## src/rtl/ptw_arb_pkg.sv

```systemverilog
// Shared types and defaults for the page-table-walker arbiter.
package ptw_arb_pkg;

  typedef enum logic [1:0] {
    ST_IDLE  = 2'd0,
    ST_ISSUE = 2'd1,
    ST_WAIT  = 2'd2,
    ST_DRAIN = 2'd3
  } state_e;

  localparam int DEF_NUM_CLIENTS    = 2;
  localparam int DEF_TIMEOUT_CYCLES = 1024;

  function automatic int cli_idx_w(input int n);
    return (n > 1) ? $clog2(n) : 1;
  endfunction

  localparam int CLI_IDX_W = cli_idx_w(DEF_NUM_CLIENTS);

endpackage

```

## src/rtl/ptw_arbiter_rr_picker.sv

```systemverilog
// Round-robin picker: first pending client after last_grant, wrapping.
module rr_picker
  import ptw_arb_pkg::*;
#(
  parameter int NUM_CLIENTS = DEF_NUM_CLIENTS,
  parameter int IW          = cli_idx_w(NUM_CLIENTS)
) (
  input  logic [NUM_CLIENTS-1:0] pending,
  input  logic [IW-1:0]          last_grant,
  output logic [IW-1:0]          grant,
  output logic                   grant_valid
);

  // Walk offsets from far to near so the nearest pending client is written last.
  always_comb begin
    grant       = '0;
    grant_valid = 1'b0;
    for (int i = NUM_CLIENTS; i >= 1; i--) begin
      if (pending[(int'(last_grant) + i) % NUM_CLIENTS]) begin
        grant       = IW'((int'(last_grant) + i) % NUM_CLIENTS);
        grant_valid = 1'b1;
      end
    end
  end

endmodule

```

## src/rtl/ptw_arbiter.sv

```systemverilog
// Shares one page table walker between TLB clients; one walk in flight,
// round-robin grant, timeout fault with drain of the late response.
//   state    | meaning
//   ST_IDLE  | no walk in flight, pick next pending client
//   ST_ISSUE | one-cycle ptw_req_o pulse
//   ST_WAIT  | waiting for PTW response, counting toward timeout
//   ST_DRAIN | timed out, swallowing the late response
module ptw_arbiter
  import ptw_arb_pkg::*;
#(
  parameter int NUM_CLIENTS    = DEF_NUM_CLIENTS,
  parameter int TIMEOUT_CYCLES = DEF_TIMEOUT_CYCLES
) (
  input  logic                      clk,
  input  logic                      rst,
  input  logic [NUM_CLIENTS-1:0]    cli_req_i,
  input  logic [NUM_CLIENTS*32-1:0] cli_vaddr_i,
  output logic [NUM_CLIENTS-1:0]    cli_resp_valid_o,
  output logic [NUM_CLIENTS-1:0]    cli_fault_o,
  output logic [31:0]               cli_pte_o,
  output logic                      ptw_req_o,
  output logic [31:0]               ptw_vaddr_o,
  input  logic                      ptw_resp_valid_i,
  input  logic [31:0]               ptw_pte_i,
  output logic                      busy_o
);

  localparam int          IW      = cli_idx_w(NUM_CLIENTS);
  localparam logic [15:0] TO_LAST = 16'(TIMEOUT_CYCLES - 1);

  state_e                 state;
  logic [NUM_CLIENTS-1:0] pending;
  logic [31:0]            slot_addr [NUM_CLIENTS];
  logic [IW-1:0]          grant;
  logic [IW-1:0]          last_grant;
  logic [15:0]            cnt;

  logic [IW-1:0]          pick;
  logic                   pick_valid;
  logic [NUM_CLIENTS-1:0] grant_oh;
  logic                   resp_hit;
  logic                   timeout_hit;
  logic [NUM_CLIENTS-1:0] clr;
  logic [NUM_CLIENTS-1:0] capture;

  rr_picker #(
    .NUM_CLIENTS (NUM_CLIENTS),
    .IW          (IW)
  ) u_rr_picker (
    .pending     (pending),
    .last_grant  (last_grant),
    .grant       (pick),
    .grant_valid (pick_valid)
  );

  always_comb begin
    grant_oh        = '0;
    grant_oh[grant] = 1'b1;
  end

  assign resp_hit    = (state == ST_WAIT) && ptw_resp_valid_i;
  assign timeout_hit = (state == ST_WAIT) && !ptw_resp_valid_i && (cnt == TO_LAST);
  assign clr         = (resp_hit || timeout_hit) ? grant_oh : '0;
  // A pulse landing on the clearing cycle re-arms the slot.
  assign capture     = cli_req_i & (~pending | clr);

  always_ff @(posedge clk) begin
    if (rst) begin
      pending <= '0;
    end else begin
      pending <= (pending & ~clr) | capture;
    end
    for (int c = 0; c < NUM_CLIENTS; c++) begin
      if (capture[c]) slot_addr[c] <= cli_vaddr_i[32*c +: 32];
    end
  end

  always_ff @(posedge clk) begin
    if (rst) begin
      state            <= ST_IDLE;
      cnt              <= '0;
      grant            <= '0;
      last_grant       <= IW'(NUM_CLIENTS - 1);
      ptw_req_o        <= 1'b0;
      ptw_vaddr_o      <= '0;
      cli_resp_valid_o <= '0;
      cli_fault_o      <= '0;
      cli_pte_o        <= '0;
    end else begin
      ptw_req_o        <= 1'b0;
      cli_resp_valid_o <= '0;
      cli_fault_o      <= '0;
      cli_pte_o        <= '0;
      case (state)
        ST_IDLE: begin
          if (pick_valid) begin
            grant       <= pick;
            ptw_vaddr_o <= slot_addr[pick];
            ptw_req_o   <= 1'b1;
            state       <= ST_ISSUE;
          end
        end
        ST_ISSUE: begin
          cnt   <= '0;
          state <= ST_WAIT;
        end
        ST_WAIT: begin
          if (ptw_resp_valid_i) begin
            cli_resp_valid_o <= grant_oh;
            cli_pte_o        <= ptw_pte_i;
            last_grant       <= grant;
            cnt              <= '0;
            state            <= ST_IDLE;
          end else if (cnt == TO_LAST) begin
            cli_resp_valid_o <= grant_oh;
            cli_fault_o      <= grant_oh;
            last_grant       <= grant;
            cnt              <= '0;
            state            <= ST_DRAIN;
          end else begin
            cnt <= cnt + 16'd1;
          end
        end
        ST_DRAIN: begin
          if (ptw_resp_valid_i || cnt == TO_LAST) begin
            cnt   <= '0;
            state <= ST_IDLE;
          end else begin
            cnt <= cnt + 16'd1;
          end
        end
        default: state <= ST_IDLE;
      endcase
    end
  end

  assign busy_o = (state != ST_IDLE);

endmodule

```

## config.mk

```make
export PLATFORM = sky130hd
export DESIGN_NAME = ptw_arbiter
export DESIGN_NICKNAME = d
export VERILOG_FILES = /design/src/rtl/ptw_arb_pkg.sv /design/src/rtl/ptw_arbiter_rr_picker.sv /design/src/rtl/ptw_arbiter.sv
export SDC_FILE = /design/constraint.sdc
export NUM_CORES = 1
export LEC_CHECK = 0
export BUFFER_PORTS_ARGS = -buffer_cell sky130_fd_sc_hd__buf_2
export CORE_MARGIN = 2
export CORE_UTILIZATION = 51
export DETAILED_ROUTE_END_ITERATION = 7
export PLACE_DENSITY = 0.84
export SYNTH_ARGS = -nofsm -noshare
export SYNTH_HDL_FRONTEND = slang
export SYNTH_SLANG_ARGS = --single-unit
```

## constraint.sdc

```tcl
create_clock -name clk -period 5.1 [get_ports clk]
set_input_delay 0.51 -clock clk [delete_from_list [all_inputs] [get_ports clk]]
set_output_delay 0.51 -clock clk [all_outputs]
set_load 0.02 [all_outputs]
```

=== Word-level counts from Yosys, hierarchy flattened ===
Memories as Yosys holds them, arrays and structs flattened. A register that Yosys moved wholly into a read port is not among the register bits.
Cells that the tools add are included.

* Flip-flop bits (word level): 59
* Memory bits (writable): 64
* Input port bits: 101
* Output and inout bits: 70
* Word-level logic and storage cells: 84
* Memories: 1

{| class="wikitable"
|+ Memories
! memory !! words !! bits a word !! rd ports !! clocked after Yosys merged registers in !! wr ports !! line !! text
|-
| slot_addr || 2 || 32 || 1 || 1 || 2 || ptw_arbiter.sv:33 || <nowiki>logic [31:0] slot_addr [NUM_CLIENTS];</nowiki>
|}

* Add/subtract/negate cells: 3
* $lt $le $gt $ge: 4
* Equal/unequal tests: 7
* Multiplexer cells: 31
* Bitwise gates (word level): 11
* Reduce and logical (&&, ||, !) cells: 18

{| class="wikitable"
|+ Operators with widths
! operator !! number
|-
| $mux W16 || 3
|-
| $pmux W16 S3 || 1
|-
| $mux W1 || 18
|-
| $add A16 B1 Y16 const B || 1
|-
| $eq A16 B10 Y1 const B || 1
|-
| $mux W2 || 7
|-
| $pmux W2 S4 || 1
|-
| $lt A2 B3 Y1 const B || 2
|-
| $reduce_or A3 Y1 || 2
|-
| $and A2 B2 Y2 || 2
|-
| $eq A2 B2 Y1 const B || 2
|-
| $logic_and A1 B1 Y1 || 4
|-
| $ne A2 B2 Y1 const B || 2
|-
| $not A2 Y2 || 2
|-
| $or A2 B2 Y2 || 2
|-
| $reduce_and A2 Y1 || 2
|-
| $reduce_bool A2 Y1 || 2
|-
| $reduce_or A2 Y1 || 2
|-
| $ne A3 B2 Y1 const B || 1
|-
| $not A1 Y1 || 3
|-
| $reduce_and A3 Y1 || 1
|-
| $reduce_bool A3 Y1 || 1
|-
| $add A1 B1 Y1 const B || 2
|-
| $and A1 B1 Y1 const A || 2
|-
| 7 further kinds || 8
|}

=== Depth between registers and ports, before layout ===
Gate-level depths: netlist of the first run.

* Word-level depth: 9
* Depth in mapped cells: 7
* Depth with buffers taken out: 5

=== Cells and area by module ===
Synthesis of the first run repeated with hierarchy kept, for this count alone.

* Cell total of the unflattened synthesis: 424
* Area total of the unflattened synthesis: 5,411.4 um2

{| class="wikitable"
|+ By module, submodules not included
! module !! times used !! cells an instance !! area each (um2) !! sequential area each (um2)
|-
| ptw_arbiter || 1 || 422 || 5,397.7 || 3,743.6
|-
| rr_picker || 1 || 2 || 13.8 || 0.0
|}

=== Least setup slack after synthesis of the first run ===
OpenSTA, ideal clock, no wires.

* Kind: register to register
* From: register cnt[0]
* To: memory slot_addr[1][0] (enable)
* Setup time: 472 ps
* Data arrival time: 3,786 ps
* Required time: 4,628 ps
* Path slack: 842 ps
* Cell stages (with the launch flop): 8
* Buffers on the path: 2
* Period minus slack after synthesis: 4,258 ps
* Cells stage by stage: dfxtp_1 ha_1 and3_1 buf_2 and4_4 buf_6 nor2_1 o32ai_1

{| class="wikitable"
|+ RTL lines
! what !! line !! text
|-
| start: declaration || ptw_arbiter.sv:36 || <nowiki>logic [15:0] cnt;</nowiki>
|-
| start signal: assignment || ptw_arbiter.sv:121 || <nowiki>cnt <= cnt + 16'd1;</nowiki>
|-
| start signal: assignment || ptw_arbiter.sv:129 || <nowiki>cnt <= cnt + 16'd1;</nowiki>
|-
| end: declaration || ptw_arbiter.sv:33 ||
|}

==> qor.tcl, run 1 <==
set qor(status) {finished, final reports clean}
set qor(worstHoldStart) {cli_vaddr_i[13]}
set qor(fill_cells) 821
set qor(io_pins) 171
set qor(grt_use_total_pct) 20.7
set qor(antenna_found_initial) 1
set qor(synth-seq-area-share_pct) 67.5
set qor(worst_slew_pin_slew_ps) 909
set qor(replace_congestion) 0.897
set qor(synthDistinctLibCells) 51
set qor(cts-hold-fix-buffers) 0
set qor(timing.final.crit_period_ps) 2750
set qor(maxSlewHeadroom_pct) 39.4
set qor(port-buffer-count) 170
set qor(floorplan.initialDensity_pct) 51.6
set qor(fin_setup_tns_ps) 0
set qor(finalMaxSlewViolations) 0
set qor(cap_violations) 0
set qor(total_number_of_clock_tree_sinks) 155
set qor(number_of_enable_flip_flop_cells_after_synthesis) 64
set qor(timing.final.hold_violations) 0
set qor(number_of_rows_created_at_floorplan) 38
set qor(fp.dieW_um) 108
set qor(dr_total_vias) 4046
set qor(timing_worst_setup_path_type) {reg -> reg}
set qor(post_cts_buffers) 0
set qor(cells_after_synthesis) 438
set qor(area_delta_synth_final_pct) 28.3
set qor(timing.critical_path.arrival_ps) 2920
set qor(die_y_um) 108
set qor(layout-drive-gt1-share_pct) 35.4
set qor(ff2ff_setup_slack_ps) 2350
set qor(detailedPlace.worstSlack_ps) 2390
set qor(most_common_cell_after_layout_fill_and_taps_aside) {sky130_fd_sc_hd__buf_2}
set qor(grt.overflow.total) 0
set qor(hold_wc_path_type) {in -> reg}
set qor(clk_root_buffer_cell) {sky130_fd_sc_hd__clkbuf_8}
set qor(worst-endpoint-required_ps) 5270
set qor(clk-insertion-delay-late_ps) 520
set qor(drt_pass1_iterations) 4
set qor(synth_fp_nets) 540
set qor(fp.coreArea_um2) 10700
set qor(worst_setup_skew_after_layout_ps) 14.0
set qor(critical_path_peak_fanout) 32
set qor(first_global_vias) 3945
set qor(synth.ff_latch_count) 155
set qor(crit_path_start_kind) {flop}
set qor(regToRegStartpoint) {cnt[0]}
set qor(power-per-cell-area_nw_per_um2) 420
set qor(synthesis_warnings) 0
set qor(detail_route.wl_per_cell_um) 15.8
set qor(max_freq_ghz) 0.363
set qor(power.leakage_nw) 3.08
set qor(max-clock-path-buffers) 2
set qor(worst_setup_path_startpoint) {cnt[0]}
set qor(cts_max_level) 4
set qor(area_of_the_mapped_netlist_um2) 5550
set qor(grt_max_degree) 50
set qor(vdd_ir_drop_max_v) 0.000261
set qor(grt_first_pass_wirelength_um) 18400
set qor(tritoncts) {yes}
set qor(initialDrtViolationCount) 265
set qor(min_period_over_period_pct) 54.0
set qor(synth_top_flop_cell) {sky130_fd_sc_hd__dfxtp_1}
set qor(routed_wirelength_um) 11900
set qor(syn_avg_cell_area_um2) 12.7
set qor(setup_viol_count_final) 0
set qor(route.detailed.drc) 0
set qor(nets) 705
set qor(most-common-layout-cells) {170 x sky130_fd_sc_hd__buf_2, 91 x sky130_fd_sc_hd__dfxtp_1, 64 x sky130_fd_sc_hd__edfxtp_1}
set qor(clkTransAtPathRegs_ps) 70
set qor(synthArstFlopShare_pct) 0
set qor(grt_setup_unrepaired) {no}
set qor(vias_per_cell) 5.34
set qor(drt.antenna.violating_nets) 0
set qor(critical_path_endpoint_category) {flop}
set qor(half_perimeter_wire_length_after_placement_um) 8090
set qor(cts_repair_resize_count) 0
set qor(die_area_um2) 11700
set qor(cts_buf_count) 17
set qor(final.setup.worst_slack_ps) 2350
## power breakdown
group	internal [mW]	total (mW)	switching (mW)	leakage, nW
sequential	1.38	1.41	0.0385	1.35
combinational	0.118	0.316	0.198	1.42
clock	0.784	1.26	0.477	0.300
total	2.28	2.99	0.713	3.08
## stage by stage
stage	instance area, um2	instances	total power [mW]	hold slack, ps	utilization [%]
finish	7120	757	2.99	160	66.2
floorplan	5550	438	1.63	466	-
CTS	7110	756	3.02	131	66.2
detailed placement	6500	724	1.76	495	60.5
global route	7120	757	3.11	136	66.2
global placement	6500	724	1.75	487	60.5
## synth_stat cells, types with 2 or more instances
cell type	count	share of area, %
sky130_fd_sc_hd__and4_1	2	0.32
sky130_fd_sc_hd__nor4_1	4	0.45
sky130_fd_sc_hd__o21ai_0	6	0.54
sky130_fd_sc_hd__nand2b_1	2	0.23
sky130_fd_sc_hd__dfxtp_1	91	33
sky130_fd_sc_hd__buf_6	3	0.61
sky130_fd_sc_hd__o22ai_1	2	0.23
sky130_fd_sc_hd__or3_1	4	0.45
sky130_fd_sc_hd__nand4_1	6	0.68
sky130_fd_sc_hd__a211oi_1	35	4.7
sky130_fd_sc_hd__a311oi_1	2	0.32
sky130_fd_sc_hd__a21o_1	3	0.41
sky130_fd_sc_hd__a21oi_1	6	0.54
sky130_fd_sc_hd__nand2_1	16	1.1
sky130_fd_sc_hd__nor2_1	45	3.0
sky130_fd_sc_hd__and3_1	34	3.8
sky130_fd_sc_hd__nor3_1	4	0.36
sky130_fd_sc_hd__edfxtp_1	64	35
sky130_fd_sc_hd__nand3_1	7	0.63
sky130_fd_sc_hd__mux2i_1	32	5.8
sky130_fd_sc_hd__and4_4	2	0.41
sky130_fd_sc_hd__a31o_2	2	0.32
sky130_fd_sc_hd__xor2_1	2	0.32
sky130_fd_sc_hd__a31oi_1	10	1.1
sky130_fd_sc_hd__inv_1	5	0.34
sky130_fd_sc_hd__buf_2	9	0.81
sky130_fd_sc_hd__clkbuf_1	16	1.1
## worst paths after layout
kind / depth (start not counted) / endpoint
min reg2reg: 2 / ptw_vaddr_o[15]
max: 6 / slot_addr[0][19]
max reg2reg: 6 / slot_addr[0][19]
min: 1 / slot_addr[0][13]
## cell families after synthesis
group | Yosys count | synth area share (%)
AND/OR/NAND/NOR | 134 | 13.0
flip-flops | 155 | 67.5
buffers and inverters | 35 | 3.04
adder cells (fa/ha/maj) | 1 | 0.225
XOR/XNOR | 3 | 0.474
AO/OA/AOI/OAI | 78 | 10.0
multiplexers | 32 | 5.77
## area by class of cell
cell class                      count  area [um2]  area share [%]
Tap cell                          140         175            2.46
Timing Repair Buffer              175         888            12.5
Sequential cell                   155        3740            52.6
Inverter                            6        22.5           0.317
Multi-Input combinational cell    248        1670            23.5
Clock buffer                       26         544            7.65
Antenna cell                        1        2.50          0.0352
Clock inverter                      6        68.8           0.967
## registers in the layout, summed over array words and instances (netlist names)
signal / count
cli_fault_o: 2
cli_pte_o: 32
cli_resp_valid_o: 2
cnt: 16
grant: 1
last_grant: 1
pending: 2
ptw_req_o: 1
ptw_vaddr_o: 32
slot_addr: 64
state: 2
## per-layer routing
metal / track usage (%) / part of all wire [%] / vias to the layer above
met1: 24.5 / 40 / 1870
met3: 6.33 / 8.4 / 21
met2: 35.3 / 50 / 180
met5: 0 / 0 / -
li1: - / - / 1975
met4: 8.42 / 1.7 / 0
## critical path, cell delays in order, from the launching register on
cell,delay (ps)
sky130_fd_sc_hd__dfxtp_1,420
sky130_fd_sc_hd__ha_1,250
sky130_fd_sc_hd__and3_1,350
sky130_fd_sc_hd__nand4_2,460
sky130_fd_sc_hd__a211oi_1,380
sky130_fd_sc_hd__o21a_1,140
sky130_fd_sc_hd__buf_4,380
No activity file was read; power rests on OpenSTA's default activity.
==> run 2: changes to the inputs <==
- ABC_AREA: default -> 1
- PLACE_DENSITY: 0.84 -> 0.83
- clock period: 5.1 -> 2.8 ns (I/O delays scaled with it)
==> qor.tcl, run 2 <==
set qor(status) {finished, final reports clean}
set qor(number_of_enable_flip_flop_cells_after_synthesis) 64
set qor(initialDrtViolationCount) 544
set qor(grt_max_degree) 36
set qor(vias_per_cell) 5.35
set qor(synth_fp_nets) 658
set qor(cells_after_synthesis) 556
set qor(worst-endpoint-required_ps) 2970
set qor(clk-insertion-delay-late_ps) 520
set qor(clkTransAtPathRegs_ps) 70
set qor(die_area_um2) 11800
set qor(multiInputGateArea_um2) 1530
set qor(setup_viol_count_final) 0
set qor(hold_wc_path_type) {in -> reg}
set qor(fp.coreArea_um2) 10800
set qor(finalMaxSlewViolations) 0
set qor(worst_setup_skew_after_layout_ps) 8.06
set qor(largestRegisters) {slot_addr x64, cli_pte_o x32, ptw_vaddr_o x32}
set qor(critical_path_endpoint_category) {flop}
set qor(worstPathBufferInverterCount) 1
set qor(total_number_of_clock_tree_sinks) 155
set qor(crit_path_start_kind) {flop}
set qor(first_global_vias) 5130
set qor(grt_first_pass_wirelength_um) 25700
set qor(half_perimeter_wire_length_after_placement_um) 8660
set qor(maxSlewHeadroom_pct) 57.9
set qor(synthDistinctLibCells) 28
set qor(most_common_cell_after_layout_fill_and_taps_aside) {sky130_fd_sc_hd__buf_2}
set qor(layout-drive-gt1-share_pct) 26.8
set qor(timing_worst_setup_path_type) {reg -> reg}
set qor(drt.antenna.violating_nets) 0
set qor(cts_max_level) 4
set qor(power-per-cell-area_nw_per_um2) 747
set qor(cp_slowest_stage_delay_ps) 410
set qor(critical_path.top_delay_family) {simple AND/OR/NAND/NOR gates}
set qor(netlist.area_leader.share_pct) 34.3
set qor(grt_use_total_pct) 29.1
set qor(route.detailed.drc) 0
set qor(number_of_rows_created_at_floorplan) 38
set qor(critical_path_peak_fanout) 32
set qor(replace_congestion) 0.902
set qor(area_delta_synth_final_pct) 45.0
set qor(critical_path.cell_chain) {ha_1 > nand3_1 > nor2_4 > nand2_4 > nand2_4 > nand3_1 > a21oi_4 > buf_4}
set qor(floorplan.initialDensity_pct) 51.9
set qor(critPathSlowestCell) {sky130_fd_sc_hd__buf_4}
set qor(cap_violations) 0
set qor(fin_setup_tns_ps) 0
set qor(antenna_cells) 0
set qor(min_period_over_period_pct) 82.7
set qor(nets) 926
set qor(synthesis_warnings) 0
set qor(fp.dieW_um) 109
set qor(routed_wirelength_um) 17000
set qor(area.sequential_um2) 3740
set qor(timing.final.hold_violations) 0
set qor(synth.ff_latch_count) 155
set qor(detail_route.wl_per_cell_um) 17.4
set qor(synth_top_flop_cell) {sky130_fd_sc_hd__dfxtp_1}
set qor(syn_avg_cell_area_um2) 10.1
set qor(synthArstFlopShare_pct) 0
set qor(timing.final.crit_period_ps) 2320
set qor(detailed_place.area_um2) 6600
set qor(area_of_the_mapped_netlist_um2) 5600
set qor(die_y_um) 109
set qor(postLayoutCellArea_um2) 8120
set qor(tritoncts) {yes}
set qor(antenna_found_initial) 0
set qor(registers.top_by_ff_count) {slot_addr}
set qor(cells_taking_the_most_area_after_synthesis) {sky130_fd_sc_hd__edfxtp_1 34%, sky130_fd_sc_hd__dfxtp_1 33%, sky130_fd_sc_hd__nand2_1 6.1%}
set qor(grt_setup_unrepaired) {no}
set qor(timing.critical_path.arrival_ps) 2480
set qor(fill_cells) 640
set qor(clk_root_buffer_cell) {sky130_fd_sc_hd__clkbuf_8}
set qor(post-synth-top-area-cell) {sky130_fd_sc_hd__edfxtp_1}
set qor(vdd_ir_drop_max_v) 0.000469
set qor(dr_total_vias) 5225
set qor(worst_slew_pin_slew_ps) 630
set qor(max-clock-path-buffers) 2
set qor(drt_pass1_iterations) 6
set qor(power.leakage_nw) 3.65
set qor(port-buffer-count) 170
set qor(grt.overflow.total) 0
set qor(cts_buf_count) 17
set qor(synth-seq-area-share_pct) 66.8
set qor(synthTopCellsByCount) {91 x sky130_fd_sc_hd__dfxtp_1, 91 x sky130_fd_sc_hd__nand2_1, 64 x sky130_fd_sc_hd__edfxtp_1}
set qor(io_pins) 171
set qor(largest_register_ffs) 64
set qor(most-common-layout-cells) {170 x sky130_fd_sc_hd__buf_2, 96 x sky130_fd_sc_hd__dlygate4sd3_1, 91 x sky130_fd_sc_hd__nand2_1, 91 x sky130_fd_sc_hd__dfxtp_1, 64 x sky130_fd_sc_hd__edfxtp_1}
set qor(max_freq_ghz) 0.432
[run 2: changes by cell type in the layout (fill, tap and decap cells not counted), sizes merged, moves of 6 or more]
cell | before | now
buf | 175 | 181
nand3 | 7 | 52
nand2 | 16 | 94
a21oi | 6 | 21
mux2i | 32 | 0
o21ai | 6 | 37
and3 | 34 | 0
a31oi | 10 | 32
a211oi | 35 | 0
inv | 8 | 60
nand4 | 7 | 1
dlygate4sd3 | 0 | 96
nor2 | 47 | 63
[run 2: repair_timing]
action | CTS | global route
resized for setup | 0 | 0
buffers inserted | 0 | 0
hold buffers | 96 | 0
endpoints found under the hold margin | 96 | 0
[run 2: through the flow]
step / setup slack [ps] / hold WS [ps] / utilization, % / cells / total power, mW
detailed placement: 563 / 445 / 61.2 / 849 / 3.73
CTS: 554 / 114 / 75.2 / 977 / 5.97
global route: 377 / 134 / 75.2 / 977 / 6.27
finish: 484 / 120 / 75.2 / 977 / 6.07
global placement: 636 / 452 / 61.2 / 849 / 3.68
floorplan: 220 / 379 / - / 556 / 3.36
[run 2: layout make-up]
| type | instances | area share (%) |
|---|---|---|
| Sequential cell | 155 | 46.1 |
| Timing Repair Buffer | 277 | 23.3 |
| Multi-Input combinational cell | 314 | 18.8 |
| Clock buffer | 21 | 5.41 |
| Inverter | 59 | 2.73 |
| Tap cell | 140 | 2.16 |
| Clock inverter | 11 | 1.48 |
[run 2: logic make-up (layout without fill, tap and decap cells)]
family | after synthesis | after routing | share of synthesized area, %
adders and majority gates | 1 | 1 | 0.223
and+or+nand+nor | 216 | 216 | 16.7
xor gates and xnor gates | 6 | 6 | 0.938
AOI/OAI and AO/OA | 91 | 91 | 8.89
buffers and inverters | 87 | 368 | 6.37
DFF | 155 | 155 | 66.8
[run 2: metal layers]
metal / track usage, % / wire [um] / part of all wire [%]
met1: 32.5 / 5840 / 34
met3: 6.58 / 1350 / 7.9
met5: 0 / 0 / 0
met2: 53.1 / 9170 / 54
met4: 12.7 / 608 / 3.6
[run 2: worst register-to-register path, cell delays in order, from the launching register on]
cell                      delay, ps
sky130_fd_sc_hd__dfxtp_1        380
sky130_fd_sc_hd__ha_1           210
sky130_fd_sc_hd__nand3_1        190
sky130_fd_sc_hd__nor2_4         210
sky130_fd_sc_hd__nand2_4        100
sky130_fd_sc_hd__nand2_4        100
sky130_fd_sc_hd__nand3_1        170
sky130_fd_sc_hd__a21oi_4        160
sky130_fd_sc_hd__buf_4          410
[run 2: where the power goes]
| part | leakage, nW | internal, mW | switching, mW |
|---|---|---|---|
| logic | 2.03 | 0.406 | 0.744 |
| registers | 1.35 | 2.59 | 0.127 |
| clock network | 0.268 | 1.29 | 0.912 |
[run 2: final timing paths]
path | startpoint | endpoint | slack [ps] | depth (start not counted)
max | cnt[0] | slot_addr[1][3] | 480 | 8
min | cli_req_i[1] | pending[1] | 120 | 3
min reg2reg | last_grant | last_grant | 460 | 2
max reg2reg | cnt[0] | slot_addr[1][3] | 480 | 8
==> run 3: changes to the inputs <==
- ABC_AREA: 1 -> 0
- PLACE_DENSITY: 0.83 -> 0.84
- clock period: 2.8 -> 2.4 ns (I/O delays scaled with it)
==> qor.tcl, run 3 (synthesis gave the netlist of run 1 again) <==
set qor(status) {finished, final reports clean}
set qor(vias_per_cell) 5.40
set qor(final.setup.worst_slack_ps) 253
set qor(finalMaxSlewViolations) 0
set qor(drt.antenna.violating_nets) 0
set qor(critical_path_endpoint_category) {flop}
set qor(min_period_over_period_pct) 89.5
set qor(io_pins) 171
set qor(maxSlewHeadroom_pct) 56.1
set qor(timing.final.crit_period_ps) 2150
set qor(route.detailed.drc) 0
set qor(grt_use_total_pct) 25.9
set qor(fill_cells) 640
set qor(port-buffer-count) 170
set qor(max_freq_ghz) 0.466
set qor(setup_viol_count_final) 0
set qor(p_int_mw) 4.83
set qor(grt_setup_unrepaired) {no}
set qor(crit_path_start_kind) {flop}
set qor(initialDrtViolationCount) 451
set qor(antenna_cells) 0
set qor(finalCoreUtilization_pct) 75.8
set qor(power-per-cell-area_nw_per_um2) 790
set qor(worst-endpoint-required_ps) 2610
set qor(cts_buf_count) 17
set qor(vdd_ir_drop_max_v) 0.000556
set qor(net-switching-power_mw) 1.59
set qor(regToRegStartpoint) {cnt[1]}
set qor(tritoncts) {yes}
set qor(fin_setup_tns_ps) 0
set qor(power.sequential.fraction_pct) 46.8
set qor(share_clk_of_total_power_pct) 39.9
set qor(timing.critical_path.arrival_ps) 2350
set qor(antenna_found_initial) 0
set qor(half_perimeter_wire_length_after_placement_um) 8360
set qor(cts_max_level) 4
set qor(switching_portion_of_total_power_pct) 24.8
set qor(fp.coreArea_um2) 10700
set qor(drt_pass1_iterations) 6
set qor(grt.overflow.total) 0
set qor(power.leakage_nw) 3.49
set qor(routed_wirelength_um) 15200
set qor(replace_congestion) 0.932
set qor(grt_first_pass_wirelength_um) 22900
set qor(die_y_um) 108
set qor(timing_worst_setup_path_type) {reg -> reg}
set qor(grt_max_degree) 65
set qor(number_of_rows_created_at_floorplan) 38
set qor(most-common-layout-cells) {170 x sky130_fd_sc_hd__buf_2, 96 x sky130_fd_sc_hd__dlygate4sd3_1, 89 x sky130_fd_sc_hd__dfxtp_1}
set qor(clk-insertion-delay-late_ps) 520
set qor(largestRegisters) {slot_addr x64, cli_pte_o x32, ptw_vaddr_o x32}
set qor(die_area_um2) 11700
set qor(dr_total_vias) 4628
set qor(worst_slew_pin_slew_ps) 651
set qor(total_number_of_clock_tree_sinks) 155
set qor(area.sequential_um2) 3750
set qor(floorplan.initialDensity_pct) 51.6
set qor(detail_route.wl_per_cell_um) 17.7
set qor(cap_violations) 0
set qor(worst_setup_path_startpoint) {cnt[1]}
set qor(post-layout-total-power_mw) 6.43
set qor(detailedPlace.worstSlack_ps) 287
set qor(cts_repair_resize_count) 0
set qor(max-clock-path-buffers) 2
set qor(hold_wc_path_type) {in -> reg}
set qor(hold_ws_ps) 23.8
set qor(first_global_vias) 4698
set qor(nets) 806
set qor(registers.top_by_ff_count) {slot_addr}
set qor(area_delta_synth_final_pct) 46.7
set qor(critical_path_peak_fanout) 32
set qor(largest_register_ffs) 64
set qor(comb_power_share_pct) 13.3
set qor(multiInputGateArea_um2) 1690
set qor(fp.dieW_um) 108
set qor(clkTransAtPathRegs_ps) 60
set qor(layout-drive-gt1-share_pct) 31.7
set qor(clk_root_buffer_cell) {sky130_fd_sc_hd__clkbuf_8}
set qor(worst_setup_skew_after_layout_ps) 9.71
set qor(worstHoldStart) {cli_req_i[1]}
set qor(timing.final.hold_violations) 0
set qor(most_common_cell_after_layout_fill_and_taps_aside) {sky130_fd_sc_hd__buf_2}
run 3: metrics by stage:
stage,cells,cell area [um2]
after floorplan,438,5590
after global placement,729,6610
after detailed placement,729,6610
after CTS,857,8140
after global routing,857,8140
final,857,8140
run 3: worst max-delay path, stage by stage (launching register included):
cell                      delay (ps)
sky130_fd_sc_hd__dfxtp_4         380
sky130_fd_sc_hd__ha_4            150
sky130_fd_sc_hd__and3_1          310
sky130_fd_sc_hd__and4_4          370
sky130_fd_sc_hd__nor2_2           90
sky130_fd_sc_hd__o32ai_4         270
sky130_fd_sc_hd__buf_12          270
run 3: layout make-up:
class	count	share of cell area, %
flip-flops and latches	155	46.1
repair buffers	276	23.8
multi-input cells	248	20.7
clock buffers	22	5.56
well taps	140	2.15
clock inverters	10	1.43
inverters	6	0.277
run 3: path summary, 6_finish.rpt:
path	to	slack (ps)	cells after the start
worst max register to register	slot_addr[1][20]	250	6
worst max-delay path	slot_addr[1][20]	250	6
worst min register to register	ptw_vaddr_o[4]	490	2
worst min-delay path	pending[1]	20	3
run 3: per-layer routing:
layer,track usage (%),up-vias,part of all wire [%]
li1,-,2164,-
met1,29.6,2207,39
met2,44.8,220,51
met3,7.11,37,7.0
met4,12.5,0,3.2
met5,0,-,0
run 3: what timing repair did:
action                    CTS  global route
buffers inserted            0             0
hold endpoints to repair   96             0
hold buffers               96             0
run 3: power by group through the flow:
stage,clock network (mW),logic [mW],registers [mW]
after floorplan,0,0.319,3.15
after global placement,0,0.689,3.05
after detailed placement,0,0.712,3.06
after CTS,2.59,0.836,3.01
after global routing,2.71,0.919,3.02
final,2.56,0.855,3.01
